===== config.mk =====
export PLATFORM = sky130hd
export DESIGN_NAME = encryption_fsm_flat
export DESIGN_NICKNAME = d
export VERILOG_FILES = /design/src/rtl/encryption_fsm.sv /design/src/rtl/encryption_fsm_if.sv /design/src/flat_wrapper.sv
export SDC_FILE = /design/constraint.sdc
export NUM_CORES = 1
export LEC_CHECK = 0
export BUFFER_PORTS_ARGS = -buffer_cell sky130_fd_sc_hd__buf_4
export CAP_MARGIN = 20
export CELL_PAD_IN_SITES_DETAIL_PLACEMENT = 1
export CELL_PAD_IN_SITES_GLOBAL_PLACEMENT = 1
export CORE_MARGIN = 3
export CORE_UTILIZATION = 38
export DETAILED_ROUTE_END_ITERATION = 6
export PLACE_DENSITY = 0.82
export SKIP_CTS_REPAIR_TIMING = 1
export SLEW_MARGIN = 15
export SYNTH_ARGS = -nofsm -noshare
export SYNTH_HDL_FRONTEND = slang
export SYNTH_SLANG_ARGS = --single-unit

===== constraint.sdc =====
create_clock -name clk -period 1.8 [get_ports clk]
set_input_delay 0.36 -clock clk [delete_from_list [all_inputs] [get_ports clk]]
set_output_delay 0.36 -clock clk [all_outputs]
set_load 0.005 [all_outputs]

===== src/rtl/encryption_fsm.sv =====
// AES-128 encryption control sequencer: one initial AddRoundKey round, nine
// three-cycle middle rounds and a two-cycle final round, then a done pulse.
package fsm4_pkg;
  typedef enum logic [1:0] {IDLE, INITIAL_ROUND, MID_ROUND, LAST_ROUND} state_e;
endpackage

module encryption_fsm
  import fsm4_pkg::*;
#(
  parameter int unsigned NUM_MID_ROUNDS    = 9,
  parameter int unsigned MID_ROUND_CYCLES  = 3,
  parameter int unsigned LAST_ROUND_CYCLES = 2
) (
  input logic              clk,
  input logic              reset,
  encryption_fsm_if.slave  bus
);

  localparam logic [3:0] LastMidRound = 4'(NUM_MID_ROUNDS);
  localparam logic [3:0] FinalRound   = 4'(NUM_MID_ROUNDS + 1);
  localparam logic [1:0] MidLastCycle = 2'(MID_ROUND_CYCLES - 1);
  localparam logic [1:0] EndLastCycle = 2'(LAST_ROUND_CYCLES - 1);

  state_e     state, state_next;
  logic [3:0] round_count, round_count_next;
  logic [1:0] round_cycle_count, round_cycle_next;
  logic       done_pulse, done_next;

  // State, counters and registered done pulse; synchronous reset clears all.
  always_ff @(posedge clk) begin
    if (reset) begin
      state             <= IDLE;
      round_count       <= 4'd0;
      round_cycle_count <= 2'd0;
      done_pulse        <= 1'b0;
    end else begin
      state             <= state_next;
      round_count       <= round_count_next;
      round_cycle_count <= round_cycle_next;
      done_pulse        <= done_next;
    end
  end

  // Next-state and counter sequencing; any out-of-range case falls back to IDLE.
  always_comb begin
    state_next       = state;
    round_count_next = round_count;
    round_cycle_next = round_cycle_count;
    done_next        = 1'b0;
    case (state)
      IDLE: begin
        round_count_next = 4'd0;
        round_cycle_next = 2'd0;
        if (bus.start) state_next = INITIAL_ROUND;
      end
      INITIAL_ROUND: begin
        state_next       = MID_ROUND;
        round_count_next = 4'd1;
        round_cycle_next = 2'd0;
      end
      MID_ROUND: begin
        if (round_cycle_count < MidLastCycle) begin
          round_cycle_next = round_cycle_count + 2'd1;
        end else if (round_cycle_count == MidLastCycle && round_count == LastMidRound) begin
          state_next       = LAST_ROUND;
          round_count_next = FinalRound;
          round_cycle_next = 2'd0;
        end else if (round_cycle_count == MidLastCycle && round_count < LastMidRound) begin
          round_count_next = round_count + 4'd1;
          round_cycle_next = 2'd0;
        end else begin
          state_next       = IDLE;
          round_count_next = 4'd0;
          round_cycle_next = 2'd0;
        end
      end
      LAST_ROUND: begin
        if (round_cycle_count < EndLastCycle) begin
          round_cycle_next = round_cycle_count + 2'd1;
        end else begin
          // Only a legitimate end of the final round raises done.
          done_next        = (round_cycle_count == EndLastCycle);
          state_next       = IDLE;
          round_count_next = 4'd0;
          round_cycle_next = 2'd0;
        end
      end
      default: begin
        state_next       = IDLE;
        round_count_next = 4'd0;
        round_cycle_next = 2'd0;
      end
    endcase
  end

  // Status outputs and mutually exclusive datapath strobes decoded from state/cycle.
  always_comb begin
    bus.busy             = (state != IDLE);
    bus.done             = done_pulse;
    bus.round            = round_count;
    bus.load_en          = 1'b0;
    bus.sub_bytes_en     = 1'b0;
    bus.shift_rows_en    = 1'b0;
    bus.mix_columns_en   = 1'b0;
    bus.add_round_key_en = 1'b0;
    case (state)
      INITIAL_ROUND: begin
        bus.load_en          = 1'b1;
        bus.add_round_key_en = 1'b1;
      end
      MID_ROUND: begin
        case (round_cycle_count)
          2'd0: bus.sub_bytes_en = 1'b1;
          2'd1: bus.shift_rows_en = 1'b1;
          2'd2: begin
            bus.mix_columns_en   = 1'b1;
            bus.add_round_key_en = 1'b1;
          end
          default: ;
        endcase
      end
      LAST_ROUND: begin
        case (round_cycle_count)
          2'd0: bus.sub_bytes_en = 1'b1;
          2'd1: begin
            bus.shift_rows_en    = 1'b1;
            bus.add_round_key_en = 1'b1;
          end
          default: ;
        endcase
      end
      default: ;
    endcase
  end

endmodule


===== src/rtl/encryption_fsm_if.sv =====
// Control bus of the AES-128 encryption sequencer: the start request plus the
// status and per-cycle datapath strobes.
interface encryption_fsm_if;
  logic       start;
  logic       busy;
  logic       done;
  logic [3:0] round;
  logic       load_en;
  logic       sub_bytes_en;
  logic       shift_rows_en;
  logic       mix_columns_en;
  logic       add_round_key_en;

  // Requester side: issues start, observes status and strobes.
  modport master (
    output start,
    input  busy, done, round, load_en, sub_bytes_en, shift_rows_en,
           mix_columns_en, add_round_key_en
  );

  // Sequencer side.
  modport slave (
    input  start,
    output busy, done, round, load_en, sub_bytes_en, shift_rows_en,
           mix_columns_en, add_round_key_en
  );
endinterface


===== src/flat_wrapper.sv =====
// flat-port wrapper written by rule: the top's interface ports become plain ports
module encryption_fsm_flat import fsm4_pkg::*;
#(
  parameter int unsigned NUM_MID_ROUNDS    = 9,
  parameter int unsigned MID_ROUND_CYCLES  = 3,
  parameter int unsigned LAST_ROUND_CYCLES = 2
)
  (clk, reset, bus_start, bus_busy, bus_done, bus_round, bus_load_en, bus_sub_bytes_en, bus_shift_rows_en, bus_mix_columns_en, bus_add_round_key_en);
  encryption_fsm_if bus_i ();
  input logic clk;
  input logic reset;
  input wire logic [$bits(bus_i.start)-1:0] bus_start;
  output wire logic [$bits(bus_i.busy)-1:0] bus_busy;
  output wire logic [$bits(bus_i.done)-1:0] bus_done;
  output wire logic [$bits(bus_i.round)-1:0] bus_round;
  output wire logic [$bits(bus_i.load_en)-1:0] bus_load_en;
  output wire logic [$bits(bus_i.sub_bytes_en)-1:0] bus_sub_bytes_en;
  output wire logic [$bits(bus_i.shift_rows_en)-1:0] bus_shift_rows_en;
  output wire logic [$bits(bus_i.mix_columns_en)-1:0] bus_mix_columns_en;
  output wire logic [$bits(bus_i.add_round_key_en)-1:0] bus_add_round_key_en;
  assign bus_i.start = bus_start;
  assign bus_busy = bus_i.busy;
  assign bus_done = bus_i.done;
  assign bus_round = bus_i.round;
  assign bus_load_en = bus_i.load_en;
  assign bus_sub_bytes_en = bus_i.sub_bytes_en;
  assign bus_shift_rows_en = bus_i.shift_rows_en;
  assign bus_mix_columns_en = bus_i.mix_columns_en;
  assign bus_add_round_key_en = bus_i.add_round_key_en;
  encryption_fsm #(.NUM_MID_ROUNDS(NUM_MID_ROUNDS), .MID_ROUND_CYCLES(MID_ROUND_CYCLES), .LAST_ROUND_CYCLES(LAST_ROUND_CYCLES)) u_core (.clk(clk), .reset(reset), .bus(bus_i));
endmodule

==> flow_summary.yaml <==
setup_path:
  end_kind: "output port"
  worst-setup-path-type: "flop to output port"
  worstPathRequired_ns: 1.44
  r2r_cells: 7
  critPathMaxFanout: 6
  start_kind: "flop"
  cp_num_buf_inv: 1
  crit_chain: "ha_2 > nand2_1 > a31oi_1 > buf_4"
  crit_slowest_cell: "dfxtp_2"
  slowest_delay_ns: 0.42
  crit_cells: 4
  worst_path_dominant_cell_family: "flip-flops"
  r2r_setup_slack_ns: 0.10
  arrival_ns: 1.35
floorplanning:
  fp.dieW_um: 48.13
  initial_core_util_pct: 42.31
  rows: 14
  ioPinCount: 14
  die_h_um: 48.13
  dieArea_um2: 2316
  core_area_um2: 1594
finish:
  final_nets: 109
  drive_above_1_share_pct: 32.26
  post-route-util_pct: 53.92
  fillCellCount: 205
  fin_area_um2: 859.6
  areaGrowthSynthToFinish_pct: 27.46
  num_antenna_cells: 0
clock_network:
  cts_tree: "built"
  clkLatencyLatePin_ns: 0.26
  clkSinkCount: 9
  cts.path.max_buffers: 2
  cts_root_buf: "clkbuf_4"
  path_clk_slew_ns: 0.08
  htree_levels: 1
  numCtsBuffers: 3
synthesis:
  synth.avg_cell_area_um2: 8.874
  synth_ff_type: "dfxtp_1"
  synth_top_family_by_area: "simple AND/OR/NAND/NOR gates"
  synthAdderAreaFrac_pct: 22.26
  yosys_register_bits: 9
  netlist_area_um2: 674.4
  synth.area.mux_share_pct: 0
  synthSimpleGateAreaFrac_pct: 22.82
  async_flop_share_pct: 0
  synth_xor_area_share_pct: 0
  yosysWarnings: 0
  syn-num-nets: 91
  ys_seq_area_share_pct: 26.72
  synthCells: 76
  synth_compound_area_share_pct: 22.63
  yosysUniqueCellTypes: 33
  synth_edf_count: 0
flow_run:
  drv_cap: 0
power:
  leakage_nw: 0.3606
  ir_worst_vdd_v: 0.0006597
  power_density_nw_per_um2: 1105
placement:
  io_buffers: 13
  place_area_um2: 805.8
  gp_congestion: 0.7758
  dp_hpwl_mm: 1.417
detailed_routing:
  drt_iter0_drc: 5
  ant_nets: 0
  wirelength_mm: 1.789
  routed_via_density: 5.256
  vias: 615
  drc: 0
  wire_per_inst_um: 15.29
  dr.pass1.iters: 4
grt:
  overflow: 0
  grt_pass1_vias: 627
  grt_pass1_wl_mm: 2.904
  grtUsageTotal_pct: 18.48
  antenna_found_initial: 0
  grt_max_degree: 12
sta:
  setup_viol: 0
  timing.fmax_ghz: 0.5859
  worstMarginPinSlew_ns: 0.3802
  maxSlewHeadroom_pct: 74.42
  finalCriticalPeriod_ns: 1.707
  drv_slew: 0
  hold_viol: 0
  tns_ns: 0
  clock_skew_ns: 0.01452
  finalCritPeriodShare_pct: 94.83
worst_hold_path:
  worstHoldPathCells: 2
  min_path_type: "primary input to flop"
outcome:
  status: "finished, final reports clean"
==> where the power goes <==
| group | switching [mW] | leakage [nW] | internal (mW) |
|---|---|---|---|
| Combinational | 0.270 | 0.271 | 0.245 |
| Sequential | 0.0391 | 0.0747 | 0.233 |
| Clock | 0.0770 | 0.0150 | 0.0853 |
==> flip-flops by register name, summed over array words and instances (netlist names) <==
| register | count |
|---|---|
| u_core.state | 2 |
| u_core.bus.round | 4 |
| u_core.round_cycle_count | 2 |
| u_core.bus.done | 1 |
==> layer usage <==
layer	routed length [µm]	track usage (%)
met1	809	20.66
met2	919	33.77
met3	46	4.428
met4	13	6.452
met5	0	0
==> Yosys cell counts, drive strengths merged, types with 2 or more instances <==
cell | count | share of area (%)
ha | 12 | 22
dfxtp | 9 | 27
inv | 9 | 5.0
nand2 | 5 | 2.8
a21oi | 4 | 4.6
nor2 | 4 | 2.2
nand2b | 3 | 2.8
nor3 | 3 | 3.0
nand3 | 2 | 1.5
nor4 | 2 | 1.9
o211ai | 2 | 2.2
o21a | 2 | 2.2
o32ai | 2 | 3.7
==> per-stage QoR <==
stage	power (mW)	hold WS [ns]	setup WS, ns	cells
2_1_floorplan	0.5695	0.5059	0.2133	76
3_3_place_gp	0.7358	0.5042	0.07433	113
3_5_place_dp	0.7651	0.5332	-0.02712	113
4_1_cts	0.9285	0.3703	-0.2033	117
5_1_grt	1.032	0.3605	-0.006793	117
6_report	0.9496	0.3645	0.09314	117
==> placed cells by master (no fill, tap or decap), drive strengths merged, types with 2 or more instances in the layout <==
cell	n
dfxtp	9
o211ai	2
ha	12
nor2	4
buf	14
a21oi	4
clkbuf	4
inv	9
nand2b	3
nor4	2
nor3	3
o21a	2
o32ai	2
nand3	2
nand2	5
==> final cells by class <==
class	instances	area [µm²]	share of cell area, %
multi-input combinational	57	479.2	55.75
sequential	9	185.2	21.54
timing repair buffer	14	105.1	12.23
inverter	9	33.78	3.930
tap	24	30.03	3.493
clock buffer	4	26.28	3.057
==> cell families (layout without fill, tap and decap cells) <==
kind of cell / after synthesis / count (layout)
AO/OA/AOI/OAI: 18 / 18
adder cells (fa/ha/maj): 12 / 12
AND/OR/NAND/NOR: 27 / 27
flip-flops: 9 / 9
buffers and inverters: 10 / 27
==> path summary, 6_finish.rpt <==
| check | from | end |
|---|---|---|
| setup reg to reg | u_core.state[0]$_SDFFE_PP0P_ | u_core.state[0]$_SDFFE_PP0P_ |
| hold / removal | reset | u_core.state[0]$_SDFFE_PP0P_ |
| setup / recovery | u_core.state[1]$_SDFFE_PP0P_ | bus_add_round_key_en |
| hold reg to reg | u_core.bus.round[1]$_SDFFE_PP0P_ | u_core.bus.round[1]$_SDFFE_PP0P_ |
Power figures use the tool's default switching activity.
